$ cat src/rtl/cic_multi_regs.sv
// cic_multi_regs: per-channel shadow/active CIC control registers with atomic apply
module cic_multi_regs #(
  parameter int NUM_CH      = 4,
  parameter int DEC_W       = 15,
  parameter int SHIFT_W     = 6,
  parameter int ADDR_W      = 13,
  parameter int DEC_RESET   = 4,
  parameter int SHIFT_RESET = 0,
  parameter int MIN_DEC     = 2
) (
  input  logic                      busClk,
  input  logic                      nReset,
  input  logic                      cs,
  input  logic                      wr0,
  input  logic                      wr1,
  input  logic                      wr2,
  input  logic                      wr3,
  input  logic [ADDR_W-1:0]         addr,
  input  logic [31:0]               dataIn,
  output logic [31:0]               dataOut,
  input  logic [NUM_CH-1:0]         cicStrobe,
  output logic [NUM_CH*DEC_W-1:0]   cicDecimation,
  output logic [NUM_CH*SHIFT_W-1:0] cicShift,
  output logic [NUM_CH-1:0]         cicLoad
);
  typedef enum logic [1:0] {IDLE, PENDING, COMMIT} state_t;
  logic [3:0] ch;
  logic [1:0] rsel;
  logic [NUM_CH-1:0][31:0] rd_word;
  logic unused_bits;
  assign ch = addr[7:4];
  assign rsel = addr[3:2];
  assign unused_bits = ^{addr[ADDR_W-1:8], addr[1:0], wr2, wr3, dataIn[31:16]};
  genvar c;
  generate
    for (c = 0; c < NUM_CH; c++) begin : g_ch
      state_t state, state_nx;
      logic [DEC_W-1:0] sh_dec, act_dec, dec_new;
      logic [SHIFT_W-1:0] sh_shift, act_shift;
      logic [15:0] dec_pad;
      logic hit, apply, commit_ok, imm, err, load;
      assign hit = cs && ch == 4'(c);
      assign apply = hit && rsel == 2'd2 && wr0 && dataIn[0];
      assign commit_ok = state == COMMIT && sh_dec >= DEC_W'(MIN_DEC);
      assign dec_pad = 16'(sh_dec);
      assign dec_new = DEC_W'({wr1 ? dataIn[15:8] : dec_pad[15:8], wr0 ? dataIn[7:0] : dec_pad[7:0]});
      // apply sequencing: immediate applies and strobes both lead to a one-cycle commit
      always_comb begin
        state_nx = state == COMMIT ? IDLE :
                   state == IDLE ? (apply ? (dataIn[1] ? COMMIT : PENDING) : IDLE) :
                   (cicStrobe[c] || (apply && dataIn[1])) ? COMMIT : PENDING;
      end
      // state register; reset cancels any pending apply
      always_ff @(posedge busClk or negedge nReset) begin
        if (!nReset) state <= IDLE;
        else state <= state_nx;
      end
      // shadow writes, atomic copy to active, error and immediate flags
      always_ff @(posedge busClk or negedge nReset) begin
        if (!nReset) begin
          sh_dec    <= DEC_W'(DEC_RESET);
          act_dec   <= DEC_W'(DEC_RESET);
          sh_shift  <= SHIFT_W'(SHIFT_RESET);
          act_shift <= SHIFT_W'(SHIFT_RESET);
          imm       <= 1'b0;
          err       <= 1'b0;
          load      <= 1'b0;
        end else begin
          if (hit && rsel == 2'd0 && (wr0 || wr1)) sh_dec <= dec_new;
          if (hit && rsel == 2'd1 && wr0) sh_shift <= dataIn[SHIFT_W-1:0];
          if (commit_ok) begin
            act_dec   <= sh_dec;
            act_shift <= sh_shift;
          end
          load <= commit_ok;
          if (state == COMMIT && !commit_ok) err <= 1'b1;
          else if (hit && rsel == 2'd2 && wr1 && dataIn[8]) err <= 1'b0;
          if (apply && (state == IDLE || (state == PENDING && dataIn[1]))) imm <= dataIn[1];
        end
      end
      assign cicDecimation[c*DEC_W +: DEC_W] = act_dec;
      assign cicShift[c*SHIFT_W +: SHIFT_W] = act_shift;
      assign cicLoad[c] = load;
      assign rd_word[c] = !hit ? 32'd0 :
                          rsel == 2'd0 ? 32'(sh_dec) :
                          rsel == 2'd1 ? 32'(sh_shift) :
                          rsel == 2'd2 ? {23'd0, err, 6'd0, imm, state == PENDING} :
                          {8'd0, 8'(act_shift), 16'(act_dec)};
    end
  endgenerate
  // at most one channel is selected, so OR-ing the per-channel words forms the read mux
  always_comb begin
    dataOut = 32'd0;
    for (int i = 0; i < NUM_CH; i++) dataOut = dataOut | rd_word[i];
  end
endmodule

$ cat config.mk
export PLATFORM = sky130hd
export DESIGN_NAME = cic_multi_regs
export DESIGN_NICKNAME = d
export VERILOG_FILES = /design/src/rtl/cic_multi_regs.sv
export SDC_FILE = /design/constraint.sdc
export NUM_CORES = 1
export LEC_CHECK = 0
export BUFFER_PORTS_ARGS = -buffer_cell sky130_fd_sc_hd__buf_2
export CAP_MARGIN = 20
export CORE_ASPECT_RATIO = 0.75
export CORE_MARGIN = 1.5
export CORE_UTILIZATION = 45
export CTS_BUF_LIST = sky130_fd_sc_hd__clkbuf_16
export CTS_CLUSTER_DIAMETER = 60
export DETAILED_ROUTE_END_ITERATION = 10
export GPL_TIMING_DRIVEN = 1
export MAX_ROUTING_LAYER = met4
export PLACE_DENSITY = 0.7
export REMOVE_ABC_BUFFERS = 1
export SLEW_MARGIN = 40
export SYNTH_ARGS = -nofsm -noshare
export SYNTH_HDL_FRONTEND = slang
export SYNTH_SLANG_ARGS = --single-unit
$ cat constraint.sdc
create_clock -name busClk -period 1.62 [get_ports busClk]
set_input_delay 0.081 -clock busClk [delete_from_list [all_inputs] [get_ports busClk]]
set_output_delay 0.081 -clock busClk [all_outputs]
set_load 0.02 [all_outputs]
==> metrics.json <==
{
  "pwr": {
    "vdd_drop_max_mv": 0.486,
    "power.density_nw_per_um2": 848,
    "p_leak_nw": 6.03
  },
  "layout": {
    "finalNetCount": 997,
    "final_layout_size_suffix_gt1_share_pct": 63.1,
    "utilization_pct": 63.8,
    "final_area_um2": 12300,
    "area_growth_pct": 39.3
  },
  "clocking": {
    "ctsRootBufferMaster": "clkbuf_16",
    "cts.sink_count": 188,
    "worst_skew_pair.late_latency_ps": 450,
    "cts_max_path_bufs": 2,
    "cts.clk_slew.worst_paths_ps": 70,
    "h-tree-depth": 4,
    "cts_tree": "done",
    "cts-buffers-inserted": 17
  },
  "route": {
    "route.final.wire_length_um": 28800,
    "residual_drc_count": 0,
    "detail_route.first_pass.iterations": 5,
    "avgViaCountPerCell": 5.86,
    "detail_route.iter0.violations": 722,
    "vias": 7076,
    "avgRoutedWirePerCell_um": 23.9,
    "remaining_antenna_violation_count": 0
  },
  "yosys": {
    "postSynthRegisterBits": 188,
    "synth-async-reset-ratio_pct": 100,
    "synth_edf_count": 0,
    "dominantRegCellSynth": "dfrtp_1",
    "synthDistinctLibCells": 44,
    "ys.warnings.count": 0,
    "post_synth.cell_area_avg_um2": 13.6,
    "synth-seq-area-share_pct": 53.4,
    "synthCells": 650,
    "synth_top_cell_area_share_pct": 51.0,
    "netlist_top_cells_area": "dfrtp_1 51%, mux2_2 22%, a22oi_1 5.5%",
    "post_synth_instance_area_um2": 8820,
    "synth_top_cell_by_area": "dfrtp_1"
  },
  "timing": {
    "timing_max_transition_violations_final": 0,
    "report.final.hold_viol_count": 0,
    "report.final.setup_viol": 91,
    "grt_setup_unrepaired": "true",
    "finClkSkew_ps": 12.4,
    "timing.final.ws_setup_ps": -341,
    "timing.final.crit_share_pct": 121,
    "maxClockFrequency_mhz": 510,
    "fin_hold_ws_ps": 6.91,
    "period_minus_slack_ps": 1960
  },
  "grt": {
    "track_usage_pct": 29.3,
    "grt_start_max_net_pins": 51,
    "antenna_found_initial": 0,
    "grt_pass1_vias": 7091,
    "gr-total-overflow": 0,
    "grt_pass1_wl_um": 43100
  },
  "setup_path": {
    "crit_fanout": 3,
    "worstSetupStartpointType": "register",
    "worstPathCellList": "buf_6, mux4_2, a22oi_2, nand2_1, buf_6",
    "crit_path_end_kind": "output pin",
    "worst_ep_required_time_ps": 1540,
    "cp.buffers_inverters": 2,
    "critical-path-max-stage-delay_ps": 460,
    "timing.critical_path.mode_cell": "buf_6",
    "criticalPathCategory": "register to output pin",
    "worstPathArrival_ps": 1880,
    "worst_path_dominant_cell_family": "multiplexers",
    "crit_slowest_cell": "mux4_2"
  },
  "place": {
    "numPortBuffers": 138,
    "dp_hpwl_um": 18800,
    "gp_congestion": 0.868,
    "post_dp_cell_area_um2": 10700
  },
  "die": {
    "core.rowCount": 44,
    "die_w_um": 165,
    "initial_core_util_pct": 45.8,
    "die_h_um": 124,
    "floorplan.core_area_um2": 19300,
    "dieArea_um2": 20500,
    "floorplan.io_pins": 176
  },
  "worst_hold_path": {
    "min-delay-path-class": "input pin to register"
  },
  "outcome": {
    "status": "finished with violations",
    "violations": "setup timing"
  },
  "run": {
    "maxCapViolCount": 0
  }
}
cell type report:
| cell class | count | area, um^2 |
|---|---|---|
| multi-input cells | 416 | 4240 |
| flip-flops and latches | 188 | 4720 |
| fillers | 1460 | 6980 |
| well taps | 253 | 317 |
| clock buffers | 17 | 425 |
| repair buffers | 314 | 2470 |
| clock inverters | 15 | 109 |
| inverters | 4 | 15.0 |
| diodes | 1 | 2.50 |
synthesized netlist by cell type (all sizes together) (3+ instances only):
library cell / count
mux2: 182
dfrtp: 180
a22oi: 65
buf: 42
nor2: 15
nor4: 15
o221ai: 13
o22a: 13
a21oi: 11
nand2: 11
nand2b: 11
o21ai: 11
clkbuf: 10
nor2b: 10
dfstp: 8
mux4: 8
and2: 4
inv: 4
mux2i: 4
nand3: 4
nand4: 4
nor3: 4
o41ai: 4
a21o: 3
o21ba: 3
cell families (layout without fill, tap and decap cells):
kind of cell	count (synthesis)	after routing	synth area share, %
other	1	12	0.0425
AND/OR/NAND/NOR	86	86	6.66
buffers and inverters	56	350	3.59
flip-flops	188	188	53.4
multiplexers	194	194	25.7
AO/OA/AOI/OAI	125	125	10.6
worst reg2reg max path: stages, from the launching register on:
cell and delay (ps):
dfrtp_1 400, nor4_2 290, buf_4 180, nand4_1 130, nor2b_4 190, buf_6 140
buf_16 150, mux2_2 270
layer usage:
metal,track usage [%],vias to the layer above,wire length (um)
met5,-,-,0
met4,8.80,0,495
met3,5.46,45,2280
met2,41.4,318,13000
met1,42.8,3672,13100
li1,-,3041,-
power breakdown:
part | switching (mW) | leakage [nW] | internal (mW)
registers | 0.170 | 2.55 | 4.90
clock network | 1.87 | 0.270 | 2.09
logic | 0.686 | 3.22 | 0.715
flip-flops by register name, indices dropped and copies added (netlist names):
name	cells
g_ch.state	8
g_ch.act_dec	60
g_ch.imm	4
g_ch.sh_dec	60
g_ch.act_shift	24
g_ch.err	4
g_ch.sh_shift	24
g_ch.load	4
metrics by stage:
step	TNS, ps	setup slack (ps)	total power, mW	std cells
3_5_place_dp	-12510	-188	6.25	1121
2_1_floorplan	-43450	-585	5.55	608
4_1_cts	-6860	-390	10.3	1196
3_3_place_gp	-13860	-266	6.22	1121
5_1_grt	-14720	-375	10.7	1207
6_report	-10150	-341	10.4	1208
cell usage in the layout (no fill, tap or decap), types with 10 or more instances in the layout:
master and instances:
dfrtp_1 179, mux2_2 170, buf_4 138, buf_2 118, a22oi_1 35, a22oi_2 30, buf_6 21, clkbuf_16 19
buf_12 18, dlygate4sd3_1 15, o22a_1 13, o221ai_2 13, conb_1 11, nand2_1 10, nand2b_1 10, o21ai_0 10
timing repair:
item                                    in CTS  in global routing
endpoints found under the hold margin      224                  0
pin swaps                                   28                 27
cloned                                       2                  2
gates resized for setup                     81                 44
hold buffers                                15                  0
endpoints found under the setup margin      97                102
buffers inserted                            26                 12
path summary, 6_finish.rpt:
path / startpoint / to / slack, ps / cells after the start
max in group asynchronous: nReset / g_ch[0].act_dec[2] / 840 / 3
hold / removal: dataIn[2] / g_ch[3].sh_shift[2] / 7 / 2
hold reg to reg: g_ch[0].imm / g_ch[0].imm / 520 / 2
setup / recovery: g_ch[1].sh_dec[1] / dataOut[1] / -340 / 5
min in group asynchronous: nReset / g_ch[0].load / 120 / 2
setup reg to reg: g_ch[3].sh_dec[1] / g_ch[3].act_dec[7] / -230 / 7
Note: power is estimated with default switching activity, not from simulation.
